$ cat src/rtl/funkcja_tester_pkg.sv
// Shared definitions for the function-tester sweep sequencer.
// Holds the state encoding and the legal settle-time range.
package funkcja_tester_pkg;

    typedef enum logic [1:0] {
        ST_IDLE   = 2'd0,
        ST_SETTLE = 2'd1,
        ST_SAMPLE = 2'd2,
        ST_DONE   = 2'd3
    } tester_state_t;

    localparam int SETTLE_MIN = 1;
    localparam int SETTLE_MAX = 15;
    localparam int CNT_W      = 4;

endpackage

$ cat src/rtl/tester_settle_cnt.sv
// Loadable down-counter with terminal-count flag for lab sequencers.
// Latency: load/decrement visible one cycle later; tc is combinational from the count register.
// Backpressure: none; the owner holds dec low to freeze the count.
import funkcja_tester_pkg::*;

module tester_settle_cnt #(
    parameter int CW = 4
) (
    input  logic          clk,
    input  logic          rst,
    input  logic          load,
    input  logic [CW-1:0] load_val,
    input  logic          dec,
    output logic          tc
);

    logic [CW-1:0] count;

    always_ff @(posedge clk) begin
        if (rst) begin
            count <= '0;
        end else if (load) begin
            count <= load_val;
        end else if (dec && count != '0) begin
            count <= count - 1'b1;
        end
    end

    assign tc = (count == '0);

endmodule

$ cat src/rtl/funkcja_tester.sv
// Exhaustive truth-table sweeper and checker for a small combinational block.
// Latency: 2**N_IN * (SETTLE_CYCLES+1) cycles from start to the one-cycle done pulse.
// Backpressure: none; start is ignored while busy or in DONE, abort cancels without results.
import funkcja_tester_pkg::*;

module funkcja_tester #(
    parameter int N_IN          = 3,
    parameter int SETTLE_CYCLES = 2
) (
    input  logic                   clk,
    input  logic                   rst,
    input  logic                   start,
    input  logic                   abort,
    input  logic [(1<<N_IN)-1:0]   expected,
    input  logic                   f_out,
    output logic [N_IN-1:0]        f_in,
    output logic                   busy,
    output logic                   done,
    output logic                   pass,
    output logic [(1<<N_IN)-1:0]   table_out,
    output logic [N_IN:0]          err_count,
    output logic [N_IN-1:0]        first_err
);

    localparam int W = 1 << N_IN;
    localparam logic [N_IN-1:0] LAST_IDX = '1;

    generate
        if (SETTLE_CYCLES < SETTLE_MIN || SETTLE_CYCLES > SETTLE_MAX) begin : g_bad_settle
            $error("funkcja_tester: SETTLE_CYCLES out of range 1..15");
        end
    endgenerate

    tester_state_t   state;
    logic [N_IN-1:0] idx;
    logic [W-1:0]    exp_q;
    logic [W-1:0]    shadow;
    logic [N_IN:0]   err_acc;
    logic [N_IN-1:0] first_acc;

    logic            mismatch;
    logic [W-1:0]    shadow_nxt;
    logic [N_IN:0]   err_nxt;
    logic [N_IN-1:0] first_nxt;
    logic            go;
    logic            cnt_load;
    logic            cnt_dec;
    logic            settled;

    assign go = (state == ST_IDLE) && start && !abort;

    // Reload the settle time when a sweep begins and whenever we advance to the next vector.
    assign cnt_load = go || ((state == ST_SAMPLE) && !abort && (idx != LAST_IDX));
    assign cnt_dec  = (state == ST_SETTLE) && !abort;

    tester_settle_cnt #(
        .CW (CNT_W)
    ) u_settle_cnt (
        .clk      (clk),
        .rst      (rst),
        .load     (cnt_load),
        .load_val (CNT_W'(SETTLE_CYCLES - 1)),
        .dec      (cnt_dec),
        .tc       (settled)
    );

    // Next-value view of the accumulators so the final vector lands in the published results.
    always_comb begin
        mismatch        = (f_out != exp_q[idx]);
        shadow_nxt      = shadow;
        shadow_nxt[idx] = f_out;
        err_nxt         = err_acc + {{N_IN{1'b0}}, mismatch};
        first_nxt       = (mismatch && err_acc == '0) ? idx : first_acc;
    end

    always_ff @(posedge clk) begin
        if (rst) begin
            state     <= ST_IDLE;
            idx       <= '0;
            exp_q     <= '0;
            shadow    <= '0;
            err_acc   <= '0;
            first_acc <= '0;
            f_in      <= '0;
            busy      <= 1'b0;
            done      <= 1'b0;
            pass      <= 1'b0;
            table_out <= '0;
            err_count <= '0;
            first_err <= '0;
        end else begin
            done <= 1'b0;
            case (state)
                ST_IDLE: begin
                    f_in <= '0;
                    busy <= 1'b0;
                    if (go) begin
                        state     <= ST_SETTLE;
                        idx       <= '0;
                        exp_q     <= expected;
                        shadow    <= '0;
                        err_acc   <= '0;
                        first_acc <= '0;
                        busy      <= 1'b1;
                    end
                end
                ST_SETTLE: begin
                    if (abort) begin
                        state <= ST_IDLE;
                        f_in  <= '0;
                        busy  <= 1'b0;
                    end else if (settled) begin
                        state <= ST_SAMPLE;
                    end
                end
                ST_SAMPLE: begin
                    if (abort) begin
                        state <= ST_IDLE;
                        f_in  <= '0;
                        busy  <= 1'b0;
                    end else begin
                        shadow    <= shadow_nxt;
                        err_acc   <= err_nxt;
                        first_acc <= first_nxt;
                        if (idx == LAST_IDX) begin
                            state     <= ST_DONE;
                            f_in      <= '0;
                            busy      <= 1'b0;
                            done      <= 1'b1;
                            table_out <= shadow_nxt;
                            err_count <= err_nxt;
                            first_err <= first_nxt;
                            pass      <= (err_nxt == '0);
                        end else begin
                            state <= ST_SETTLE;
                            idx   <= idx + 1'b1;
                            f_in  <= idx + 1'b1;
                        end
                    end
                end
                ST_DONE: begin
                    state <= ST_IDLE;
                end
                default: begin
                    state <= ST_IDLE;
                end
            endcase
        end
    end

endmodule
$ cat config.mk
export PLATFORM = sky130hd
export DESIGN_NAME = funkcja_tester
export DESIGN_NICKNAME = d
export VERILOG_FILES = /design/src/rtl/funkcja_tester_pkg.sv /design/src/rtl/tester_settle_cnt.sv /design/src/rtl/funkcja_tester.sv
export SDC_FILE = /design/constraint.sdc
export NUM_CORES = 1
export LEC_CHECK = 0
export CAP_MARGIN = 20
export CELL_PAD_IN_SITES_DETAIL_PLACEMENT = 1
export CELL_PAD_IN_SITES_GLOBAL_PLACEMENT = 2
export CORE_MARGIN = 2
export CORE_UTILIZATION = 35
export DETAILED_ROUTE_END_ITERATION = 12
export HOLD_SLACK_MARGIN = 0.08
export PLACE_DENSITY_LB_ADDON = 0.1
export SYNTH_ARGS = -nofsm -noshare
export SYNTH_HDL_FRONTEND = slang
export SYNTH_SLANG_ARGS = --single-unit
$ cat constraint.sdc
create_clock -name clk -period 3.98 [get_ports clk]
set_clock_uncertainty 0.15 [all_clocks]
set_input_delay 0.796 -clock clk [delete_from_list [all_inputs] [get_ports clk]]
set_output_delay 0.796 -clock clk [all_outputs]
set_load 0.01 [all_outputs]
==> Word level (Yosys, flattened, before mapping) <==
Index checks and enable logic that the tools add are counted.
{ "word_totals": {"regBits": 53, "output_inout_bits": 21, "wordCells": 97} }
{ "op_classes": {"n_bitwise": 2, "order_cmp": 2, "n_reduce_logical": 27, "mux": 36, "n_eq_ne": 12, "add_sub_neg": 3} }
{ "op_table": {"columns": ["op", "n"], "rows": [
  ["$mux 3", 8],
  ["$mux 8", 2],
  ["$pmux 8 s2", 1],
  ["$logic_not 4->1", 3],
  ["$pmux 3 s2", 2],
  ["$mux 2", 5],
  ["$mux 1", 9],
  ["$pmux 3 s3", 1],
  ["$reduce_and 3->1", 3],
  ["$bwmux 8", 1],
  ["$logic_and 1x1->1", 8],
  ["$mux 4", 2],
  ["$ne 2x2->1 const B", 4],
  ["$pmux 2 s4", 1],
  ["$pmux 4 s2", 1],
  ["$ne 3x3->1 const B", 2],
  ["$reduce_and 2->1", 3],
  ["$add 4x1->4", 1],
  ["$eq 2x2->1 const B", 2],
  ["$lt 3x4->1 const B", 1],
  ["$reduce_and 4->1", 1],
  ["$reduce_bool 2->1", 2],
  ["$reduce_bool 4->1", 1],
  ["$sub 4x1->4 const B", 1],
  ["16 further kinds", 17]
]} }

==> Depth between registers and ports, before layout <==
{ "logic_depth": {"word_depth": 7, "mapped_depth": 11, "mapped_depth_nobuf": 10} }

==> Hierarchy <==
Synthesis repeated with hierarchy kept, for this count alone.
{ "unflattened": {"cells_unflattened": 299, "hier_area_um2": 2529.9} }
{ "by_module_without_submodules": {"columns": ["mod", "n_inst", "seq_area_each_um2", "cells_each", "area_per_inst_um2"], "rows": [
  ["funkcja_tester", 1, 980.9, 270, 2267.2],
  ["tester_settle_cnt", 1, 80.1, 29, 262.8]
]} }

==> Worst setup path after synthesis <==
No wires, ideal clock.
{ "synth_timing": {"kind": "register to register", "start": "register idx[0]", "end": "register pass", "n_path_buf": 0, "required_time_ns": 3.702, "arrival_ns": 2.089, "path_stages_with_launch": 11, "path_slack_ns": 1.614, "setup_time_ns": 0.128, "path_cell_list": "dfxtp_1 -> mux2_2 -> a211oi_2 -> nand2_1 -> xor2_1 -> ha_1 -> ha_1 -> xor2_1 -> nor2_1 -> a32oi_1 -> nor2_1"} }
{ "synth_between": {"elab_chain_cells": 5} }
{ "synth_rtl": {"columns": ["element", "line_no", "text"], "rows": [
  ["start: declaration", "funkcja_tester.sv:35", "logic [N_IN-1:0] idx;"],
  ["start signal: assignment", "funkcja_tester.sv:136", "idx <= idx + 1'b1;"],
  ["$bmux 1 s3", "funkcja_tester.sv:69", "mismatch = (f_out != exp_q[idx]);"],
  ["$mux 1 (not written as such)", "funkcja_tester.sv:69", null],
  ["$ne 1x1->1", "funkcja_tester.sv:69", null],
  ["$add 4x1->4", "funkcja_tester.sv:72", "err_nxt = err_acc + {{N_IN{1'b0}}, mismatch};"],
  ["$logic_not 4->1", "funkcja_tester.sv:133", "pass <= (err_nxt == '0);"],
  ["end signal: assignment", "funkcja_tester.sv:133", null],
  ["end: declaration", "funkcja_tester.sv:19", "output logic pass,"]
]} }
Parallel ways exist; a longest one is shown, timed or not. The select of a mux whose other input is x is not followed.
A chain may end at the register's enable or synchronous reset.

==> Worst setup path after layout <==
Ends and elaborated chain as after synthesis.

==> summary.md <==
| Metric | Value |
|---|---|
| Clock latency of the later-clocked register in the worst-skew pair | 310 ps |
| Most Crowded Layer GR | met2 |
| Static leakage | 1.11 nW |
| Endpoint of the lowest-slack register-to-register path | pass |
| FFs w/ async S/R, synth | 0% |
| Finished Cell Area | 2970 sq um |
| CP Buf/Inv Count | 0 |
| Register area share after synthesis | 42.5% |
| Post-Synthesis Net Count | 312 |
| Power Total | 979 uW |
| Slowest cell on the critical path | dfxtp_1 |
| Worst path cell trace | mux2_2 > a211oi_2 > nand2_1 > xor2_1 > ha_1 > ha_1 > xor2_1 > nor2_1 > a32oi_1 > nor2_1 |
| Number of nets still failing antenna checks after routing | 0 |
| Setup TNS | 0 ps |
| Final routed wirelength across all metal layers | 5.64 mm |
| Synth Register Bits | 53 |
| Min-Delay Path Class | reg2reg |
| Total clock buffers created by CTS | 5 |
| Number of remaining DRC errors | 0 |
| Mean post-synth cell area | 8.65 sq um |
| Data required time of the critical path | 4000 ps |
| Global-route wire length before repair | 9.65 mm |
| Stages on worst setup path | 10 |
| Worst slew margin | 36.6% |
| Startpoint of the worst hold path | err_count[0] |
| Critical path capture point type | register |
| DR vias | 2053 |
| Ratio of routed vias to standard cells | 5.02 |
| Max stage delay on crit path | 700 ps |
| Number of global-route vias before repair | 2007 |
| Signal arrival time at the worst endpoint | 2900 ps |
| Met1 Usage GRT | 21.5% |
| Port-buffer cells | 33 |
| Highest net fanout along the worst path | 18 |
| Number of max-capacitance violations reported | 0 |
| Met3 Track Usage GR | 2.80% |
| Outcome | complete, no violations |
| Chip width | 88.5 um |
| Slew Viols, Final | 0 |
| Origin of the worst setup path | idx[0] |
| Post-detailed-route wirelength per cell | 13.8 um |
| Number of unique standard cell types used by synthesis | 41 |
| Largest delay share family, worst path | flip-flops |
| Fmax achieved | 347 MHz |
| Synthesized cell area | 2500 sq um |
| First-pass iteration count of the detailed router | 4 |
| Final worst path period share | 72.4% |
| Unrepaired setup endpoints after global routing | false |
| Htree depth | 2 |
| Synthesis Warnings | 0 |
| Area after DPL | 2880 sq um |
| Cell types with the largest area share after synthesis | dfxtp_1 42%, mux2i_1 8.0%, nor2_1 7.7% |
| Total setup buffers inserted after CTS | 0 |
| Core region area | 6870 sq um |
| Worst IR Drop VDD | 114 uV |
| Clock tree from TritonCTS | done |
| Clock tree sinks | 53 |
| Grt met2 use | 25.5% |
| Post-cts repair resize count | 0 |
| Power density over cell area | 330 nW/um^2 |
| Critical path class | reg2reg |
| Number of flops mapped to enable cells by yosys | 0 |
| Synth-to-layout area growth | 18.7% |
| Type of origin of the critical path | register |
| Worst R2R Start | idx[0] |
| Transition time at the pin with the least slew margin | 952 ps |
| Antenna diode count | 0 |
| Setup slack, reg-to-reg | 1100 ps |
| Die Ht | 88.5 um |
| Share of the synthesized area in the top cell type | 42.5% |
| Worst reg-to-reg path cell count | 10 |
| Half-perimeter wire length of the detailed placement result | 3.90 mm |
| Die area | 7830 sq um |
| Number of I/O pins | 34 |
| Number of failing hold endpoints at the final stage | 0 |
| CTS Hold Buffers Added | 0 |
| Most frequently used flop master after synthesis | dfxtp_1 |
| CTS root buffer | clkbuf_8 |
| Number of DRC violations after detailed-routing iteration 0 | 99 |
| Share of post-route cells with drive strength above 1 | 4.47% |
| Cell type contributing the most total cell area after synthesis | dfxtp_1 |
| Initial antenna violation count | 0 |
| Total GRT Usage | 15.8% |
| Initial Util | 36.4% |
| Worst setup path endpoint | pass |
| Remaining Overflow, GRT | 0 |
| Finish-stage setup viols | 0 |
| Pin count of the biggest net entering global routing | 52 |
| Core Rows | 30 |
| Clock slew at reported path FFs | 90 ps |
| Cell count after synthesis | 289 |
| Weighted congestion at the end of routability-driven global placement | 0.715 |
| Min Clock Period, post-route | 2880 ps |
| Maximum clock path buffer count | 2 |
| Total Nets Final | 336 |
## layout by cell type (no fill, tap or decap), drive strengths merged, types with 2 or more instances in the layout
master,instances
a211oi,15
a21oi,16
a22oi,4
a2bb2oi,5
a31oi,3
buf,2
clkbuf,7
clkdlybuf4s50,32
dfxtp,53
ha,10
inv,7
mux2i,20
nand2,25
nand2b,9
nand3,6
nand3b,2
nor2,51
nor2b,4
nor3,10
nor3b,2
nor4bb,2
o2111ai,3
o21ai,2
o21bai,3
or2,2
or3,3
xor2,5
## cells in the mapped netlist (6+ instances only)
cell	count
clkbuf_1	12
a211oi_1	14
nand3_1	6
nor2_1	51
ha_1	10
nand2_1	25
nand2b_1	9
nor3_1	10
dfxtp_1	53
mux2i_1	20
inv_1	7
a21oi_1	15
## how the worst min path moves through the flow
stage	to	slack (ps)	cells past startpoint
global placement	err_count[1]	290	2
floorplan	err_acc[0]	300	2
detailed placement	err_count[0]	300	2
global route	err_count[1]	330	2
CTS	err_count[0]	310	2
finish	err_count[0]	310	2
## metal layers
metal  share of wire (%)  up-vias
met5                   0        -
met4                 1.3        0
met3                 2.5        8
met2                  45       25
met1                  51      962
li1                    -     1058
## power by group
part           internal, mW  switching [mW]
clock network         0.139           0.175
logic                0.0476          0.0664
registers             0.542         0.00974
## logic make-up after synthesis
family	share of synthesized area, %
AND/OR/NAND/NOR	23.1
AO/OA/AOI/OAI	14.9
flip-flops	42.5
buffers and inverters	3.96
multiplexers	8.46
adder cells (fa/ha/maj)	5.01
XOR/XNOR	2.10
## state kept, by name (all words and copies together) (netlist names), 4 cells and up
| name | flops |
|---|---|
| u_settle_cnt.count | 4 |
| err_acc | 4 |
| table_out | 8 |
| err_count | 4 |
| exp_q | 8 |
| shadow | 8 |
## tightest hold or removal path, stage by stage, from the launching register on
cell and delay, ps:
dfxtp_1 320, nand2_1 50, a21oi_1 50
## area by class of cell
cell class | instances | area, sq um
clock buffer | 7 | 86.3
fill | 842 | 3900
inverter | 7 | 26.3
multi-input combinational | 212 | 1340
sequential | 53 | 1060
tap | 96 | 120
timing repair buffer | 34 | 333
## per-stage QoR
step                cells  worst slack [ps]  utilization (%)  hold WS (ps)
finish                409              1100             43.2           310
global route          409               884             43.2           334
CTS                   409              1090             43.2           314
detailed placement    402              1080             41.9           300
global placement      402              1110             41.9           293
floorplan             289              1610                -           299
Power figures use the tool's default switching activity.
